==> src/rtl/stopwatch_bcd_counter.sv <==
// stopwatch_bcd_counter: NUM_DIGITS cascaded BCD digits advanced by an
// internal tick prescaler, with an IDLE/RUN/PAUSE FSM driven by single-cycle
// button pulses and a one-cycle wrap strobe.
// Optional lap-hold display: define STOPWATCH_LAP_EN to build it.
//
// Button inputs are single-cycle pulses sampled on posedge clk; there is no
// valid/ready handshake. Every output is registered or decoded from a register.
module stopwatch_bcd_counter #(
    parameter int NUM_DIGITS = 4,
    parameter int TICK_DIV   = 100000
) (
    input  logic                    clk,
    input  logic                    reset,
    input  logic                    i_run_stop,
    input  logic                    i_clear,
    input  logic                    i_lap,
    output logic [4*NUM_DIGITS-1:0] o_bcd,
    output logic                    o_running,
    output logic                    o_wrap,
    output logic                    o_lap_active
);

    localparam int PW = (TICK_DIV > 1) ? $clog2(TICK_DIV) : 1;
    localparam int BW = 4 * NUM_DIGITS;
    localparam logic [PW-1:0] PRESC_LAST = PW'(TICK_DIV - 1);

    localparam logic [1:0] ST_IDLE  = 2'd0;
    localparam logic [1:0] ST_RUN   = 2'd1;
    localparam logic [1:0] ST_PAUSE = 2'd2;

    logic [1:0]    state_q, state_d;
    logic [PW-1:0] presc_q, presc_d;
    logic [BW-1:0] count_q, count_d;
    logic          wrap_q, wrap_d;
    logic          tick;
    logic          clear_hit;
    logic          carry;
    logic [3:0]    dig;

    // Tick fires on the last prescaler cycle of RUN; clear only acts in PAUSE.
    assign tick      = (state_q == ST_RUN) && (presc_q == PRESC_LAST);
    assign clear_hit = (state_q == ST_PAUSE) && i_clear;

    // FSM next state; in PAUSE a simultaneous clear beats run/stop.
    always_comb begin
        state_d = state_q;
        case (state_q)
            ST_IDLE:  if (i_run_stop) state_d = ST_RUN;
            ST_RUN:   if (i_run_stop) state_d = ST_PAUSE;
            ST_PAUSE: begin
                if (i_clear)         state_d = ST_IDLE;
                else if (i_run_stop) state_d = ST_RUN;
            end
            default:  state_d = ST_IDLE;
        endcase
    end

    // Prescaler: advances in RUN, holds in PAUSE, zero in IDLE or on clear.
    always_comb begin
        presc_d = presc_q;
        if (state_q == ST_IDLE || clear_hit) begin
            presc_d = '0;
        end else if (state_q == ST_RUN) begin
            presc_d = tick ? '0 : presc_q + PW'(1);
        end
    end

    // BCD increment with a combinational carry ripple; carry out of the top
    // digit is the wrap condition. The tick is applied even on the edge that
    // moves RUN to PAUSE, since it is decoded from the current state.
    always_comb begin
        count_d = count_q;
        carry   = tick;
        dig     = 4'd0;
        for (int i = 0; i < NUM_DIGITS; i++) begin
            dig = count_q[4*i +: 4];
            if (carry) begin
                if (dig >= 4'd9) begin
                    count_d[4*i +: 4] = 4'd0;
                end else begin
                    count_d[4*i +: 4] = dig + 4'd1;
                    carry             = 1'b0;
                end
            end
        end
        wrap_d = carry;
        if (state_q == ST_IDLE || clear_hit) begin
            count_d = '0;
            wrap_d  = 1'b0;
        end
    end

    // Core state registers.
    always_ff @(posedge clk or posedge reset) begin
        if (reset) begin
            state_q <= ST_IDLE;
            presc_q <= '0;
            count_q <= '0;
            wrap_q  <= 1'b0;
        end else begin
            state_q <= state_d;
            presc_q <= presc_d;
            count_q <= count_d;
            wrap_q  <= wrap_d;
        end
    end

    assign o_running = (state_q == ST_RUN);
    assign o_wrap    = wrap_q;

`ifdef STOPWATCH_LAP_EN
    logic [BW-1:0] lap_q;
    logic          lap_active_q;

    // Lap hold: capture the live count in RUN, release on the next lap pulse
    // in any state, and always drop the hold when a clear returns to IDLE.
    always_ff @(posedge clk or posedge reset) begin
        if (reset) begin
            lap_q        <= '0;
            lap_active_q <= 1'b0;
        end else if (clear_hit) begin
            lap_active_q <= 1'b0;
        end else if (i_lap && lap_active_q) begin
            lap_active_q <= 1'b0;
        end else if (i_lap && state_q == ST_RUN) begin
            lap_q        <= count_q;
            lap_active_q <= 1'b1;
        end
    end

    assign o_bcd        = lap_active_q ? lap_q : count_q;
    assign o_lap_active = lap_active_q;
`else
    logic unused_lap;
    assign unused_lap   = i_lap;
    assign o_bcd        = count_q;
    assign o_lap_active = 1'b0;
`endif

endmodule

==> config.mk <==
export PLATFORM = sky130hd
export DESIGN_NAME = stopwatch_bcd_counter
export DESIGN_NICKNAME = d
export VERILOG_FILES = /design/src/rtl/stopwatch_bcd_counter.sv
export SDC_FILE = /design/constraint.sdc
export NUM_CORES = 1
export LEC_CHECK = 0
export CORE_UTILIZATION = 50
export DETAILED_ROUTE_END_ITERATION = 16
export HOLD_SLACK_MARGIN = 0.05
export PLACE_DENSITY = 0.73
export SYNTH_ARGS = -nofsm -noshare
export SYNTH_HDL_FRONTEND = slang
export SYNTH_SLANG_ARGS = --single-unit
==> constraint.sdc <==
create_clock -name clk -period 2.4 [get_ports clk]
set_clock_uncertainty 0.05 [all_clocks]
set_input_delay 0.48 -clock clk [delete_from_list [all_inputs] [get_ports clk]]
set_output_delay 0.48 -clock clk [all_outputs]
set_load 0.01 [all_outputs]
Word-level counts from Yosys, hierarchy flattened
Index checks and enable logic that the tools add are counted.
{"block": "op_classes", "n_addsub": 5, "n_eq_ne": 4, "n_mux": 25, "reduce_logical": 9, "order_cmp": 4}
{"operator": "$mux W17", "n": 3}
{"operator": "$mux W4", "n": 8}
{"operator": "$add A17 B1 Y17 const B", "n": 1}
{"operator": "$eq A17 B17 Y1 const B", "n": 1}
{"operator": "$add A4 B1 Y4 const B", "n": 4}
{"operator": "$ge A4 B4 Y1 const B", "n": 4}
{"operator": "$mux W16", "n": 1}
{"operator": "$reduce_bool A2 Y1", "n": 5}
{"operator": "$mux W1", "n": 9}
{"operator": "$mux W2", "n": 3}
{"operator": "$pmux W2 S3", "n": 1}
{"operator": "$eq A2 B1 Y1 const B", "n": 1}
{"operator": "$eq A2 B2 Y1 const B", "n": 1}
{"operator": "$logic_and A1 B1 Y1", "n": 2}
{"operator": "$logic_not A2 Y1", "n": 1}
{"operator": "$ne A2 B2 Y1 const B", "n": 1}
{"operator": "$logic_or A1 B1 Y1", "n": 1}
{"block": "totals", "inputBits": 5, "regBits": 36, "out_inout_bits": 19, "word_cells": 54}

Depth between registers and ports, before layout
Gate-level depths: netlist of the first run.
{"block": "logic_depth", "depth_word": 7, "ltp_mapped": 8, "ltp_nobuf": 7}

Least setup slack after synthesis of the first run
Ideal clock, no wire load.
{"block": "synth_path", "path_kind": "register -> register", "from": "reg presc_q[0]", "to": "reg count_q[10], in the netlist o_bcd[10]", "setup_slack_ns": 0.200, "synth_period_minus_slack_ns": 2.200, "path_stages_with_launch": 7, "n_path_buf": 0, "arrival_time_ns": 2.072, "setup_ns": 0.078, "required_time_ns": 2.272, "path_cell_list": "dfrtp_1 ha_1 and4bb_2 nand3_2 or4_4 or4b_1 a21oi_1"}
{"block": "synth_between", "elab_chain_cells": 5}
{"element": "start, declared", "line": "32", "source": "logic [PW-1:0] presc_q, presc_d;"}
{"element": "start signal, assigned", "line": "102", "source": "presc_q <= presc_d;"}
{"element": "$eq A17 B17 Y1", "line": "41", "source": "assign tick = (state_q == ST_RUN) && (presc_q == PRESC_LAST);"}
{"element": "$logic_and A1 B1 Y1", "line": "41"}
{"element": "$mux W1 (2 in a row)", "line": "77", "source": "if (carry) begin"}
{"element": "$reduce_bool A2 Y1 (no source line)"}
{"element": "end signal, assigned", "line": "103", "source": "count_q <= count_d;"}
{"element": "end, declared", "line": "33", "source": "logic [BW-1:0] count_q, count_d;"}
No other way between the ends.
A chain may end at the register's enable or synchronous reset.

Final worst setup path of the first run
{"block": "layout_path", "from": "reg presc_q[5]", "to": "reg count_q[10], in the netlist o_bcd[10]"}
Same word-level chain as after synthesis.

==> results by group, run 1 <==
Status
  – Status: finished, final reports clean

Global route
  – Total global-route track usage: 21.9%
  – Gr ovfl total: 0
  – Vias in the first global route: 1557
  – Antenna violations before repair: 0
  – First-pass GRT wire length: 7310 um
  – Largest net degree at the start of global routing: 37

Finish
  – Commonest non-fill, non-tap cell in the layout: dfrtp_1
  – Layout cells sized above 1: 14.3%
  – Area grow syn2layout: 22.0%
  – Multi-input gate area: 1120 um2
  – Seq. cell area: 902 um2
  – Diodes inserted: 0
  – Nets: 276
  – Commonest cells after routing, fill and taps aside: dfrtp_1, nor2_1, clkdlybuf4s50_1
  – Fillers: 346
  – Final instance area: 2560 um2

Detailed routing
  – First drt pass iteration count: 6
  – Max layer used: met4
  – Vias per cell: 5.60
  – Met2 WL post-DR: 2030 um
  – Via count: 1730
  – Drt drc: 0
  – Met1 wire length: 2060 um
  – Iteration-0 DRC Markers: 85
  – Post-DR wirelength/cell: 13.9 um
  – Metal3 WL: 156 um
  – Total wire length: 4290 um
  – Antenna viol nets, final: 0

Power and ir drop
  – Leakage: 1.12 nW
  – Cell Pwr Density: 527 nW/um2
  – Sw Ratio: 29.2%
  – Int Pwr: 0.954 mW
  – Proportion of power drawn by the clock network: 33.4%
  – Net Sw Power: 0.394 mW
  – Reg power frac: 48.6%
  – Worst vdd ir: 0.428 mV
  – Share of power burned in combinational logic: 18.0%

STA
  – Worst slew pin tran: 0.781 ns
  – Final Max Slew Viols: 0
  – Final setup fails: 0
  – WHS: 0.498 ns
  – Period utilization: 96.3%
  – Rel. slew slack: 47.8%
  – Final number of hold-violating endpoints: 0
  – Final WS setup: 0.0894 ns
  – Tmin final: 2.31 ns
  – Max Fclk: 0.433 GHz

Job
  – Max cap viols: 0

Floorplan
  – Row count: 23
  – Die span in x: 66.7 um
  – Die area: 4450 um2
  – Die Y: 66.7 um
  – Core Area: 4000 um2
  – Initial Util: 52.4%
  – Ports: 24

Clocking
  – Reg clk slew, reported paths: 0.07 ns
  – CTS tree: yes
  – CTS Buffer Depth: 2
  – CTS H-tree depth: 2
  – Root Driver: clkbuf_8
  – Clock Latency Late Sink: 0.29 ns
  – Cts hold-fix bufs: 0
  – Clock Sinks: 36
  – Cts bufs inserted: 5

Synth
  – YS warnings: 0
  – Ranking of synthesized cells by area: dfrtp_1, ha_1, nor2_1
  – Post-Synthesis Cells: 221
  – Yosys top cell by area: dfrtp_1
  – Cell variety after synth: 49
  – Mapped Area: 2090 um2
  – #FFs+latches synth: 36
  – Synth Area per Inst: 9.48 um2
  – Syn nets: 239
  – Area share of the largest cell type after synthesis: 43.0%
  – Sequential share of the synthesized area: 43.0%

Worst setup path
  – Worst reg-to-reg setup slack: 0.09 ns
  – Crit Path Class: reg -> reg
  – R2r worst-path depth: 5
  – Data required, critical path: 2.56 ns
  – Worst Setup Start Kind: register
  – Worst Setup End Kind: register
  – CP max FO: 7
  – CP arrival: 2.47 ns

Placement
  – Post-Place Setup Slack: 0.117 ns
  – Port bufs: 21
  – RePlAce Congestion: 0.767
  – DP Area: 2450 um2
  – HPWL after detailed placement: 3070 um

Min path
  – WHS Path Cells: 2
  – Hold/Removal Path Class: reg -> reg
flip-flops by register name (all words and copies together), names as in the netlist:
| signal | flops |
|---|---|
| presc_q | 17 |
| o_wrap | 1 |
| o_bcd | 16 |
| state_q | 2 |
routing by layer:
metal  GRT usage (%)  up-vias
met5               0        -
met4            6.38        0
met3            5.14        5
met2            33.8       30
met1            30.4      844
li1                -      851
path summary, 6_finish.rpt:
path,start,end
worst max-delay path,presc_q[5],o_bcd[10]
worst min-delay path,presc_q[16],presc_q[16]
worst max register to register,presc_q[5],o_bcd[10]
worst min register to register,presc_q[16],presc_q[16]
max in group asynchronous,reset,o_bcd[0]
min in group asynchronous,reset,o_bcd[2]
final cells by class:
class                           instances  share of cell area (%)
Multi-Input combinational cell        164                    43.8
Inverter                               15                    2.20
Sequential cell                        36                    35.3
Clock buffer                            6                    3.23
Tap cell                               50                    2.45
Timing Repair Buffer                   36                    12.6
Clock inverter                          2                   0.392
critical path: stages, from the launching register on:
cell and delay [ns]:
dfrtp_1 0.44, nor4b_4 0.32, nand3_2 0.18, or4_4 0.60, or4b_1 0.47, a21oi_1 0.16
synthesized netlist by cell type (all sizes together):
| cell | instances |
|---|---|
| or4b | 1 |
| inv | 15 |
| a311oi | 1 |
| or3b | 1 |
| a211oi | 2 |
| o31a | 2 |
| mux2i | 5 |
| o41ai | 1 |
| nor2 | 32 |
| nand3 | 15 |
| a22o | 1 |
| xnor2 | 11 |
| a2111o | 1 |
| or4 | 2 |
| or3 | 1 |
| o21ai | 6 |
| nand4 | 5 |
| buf | 1 |
| conb | 1 |
| and4b | 1 |
| nand2 | 17 |
| dfrtp | 36 |
| clkbuf | 5 |
| a41oi | 2 |
| nand2b | 2 |
| nor2b | 2 |
| a21oi | 5 |
| nor3 | 3 |
| nand4b | 2 |
| o211a | 1 |
| and3 | 3 |
| a32o | 2 |
| ha | 13 |
| and4 | 1 |
| o31ai | 4 |
| nor4b | 2 |
| or2 | 2 |
| and4bb | 2 |
| o311ai | 2 |
| xor2 | 3 |
| nor3b | 1 |
| nor4 | 2 |
| and2 | 4 |
kinds of logic (layout without fill, tap and decap cells):
group	Yosys count	count (layout)	synth area share, %
buffers and inverters	21	59	3.94
other	1	1	0.179
and+or+nand+nor	101	101	26.3
AOI/OAI and AO/OA	30	30	10.5
DFF	36	36	43.0
muxes	5	5	2.39
xor gates and xnor gates	14	14	5.85
adders and majority gates	13	13	7.77
per-stage QoR:
stage / util [%] / power [mW] / cells / setup TNS [ns]
2_1_floorplan: - / 0.813 / 221 / 0
3_3_place_gp: 61.2 / 0.908 / 300 / 0
3_5_place_dp: 61.2 / 0.910 / 300 / 0
4_1_cts: 63.5 / 1.36 / 308 / 0
5_1_grt: 63.9 / 1.42 / 309 / -0.0126
6_report: 63.9 / 1.35 / 309 / 0
power by group through the flow:
| stage | clock network, mW | registers [mW] | logic (mW) |
|---|---|---|---|
| finish | 0.450 | 0.655 | 0.242 |
| global route | 0.488 | 0.659 | 0.269 |
| CTS | 0.462 | 0.655 | 0.244 |
| detailed placement | 0 | 0.666 | 0.244 |
| global placement | 0 | 0.666 | 0.243 |
| floorplan | 0 | 0.674 | 0.139 |
what timing repair did:
action | 4_1_cts | 5_1_grt
endpoints found under the setup margin | 0 | 2
buffers inserted | 0 | 1
endpoints found under the hold margin | 0 | 0
resized for setup | 0 | 2
(Power assumes the default switching activity.)
==> run 2, diff against run 1 <==
CTS_CLUSTER_SIZE = 24   (was not set)
==> results of run 2 <==
Final layout, timing and power as in run 1 (identical DEF).
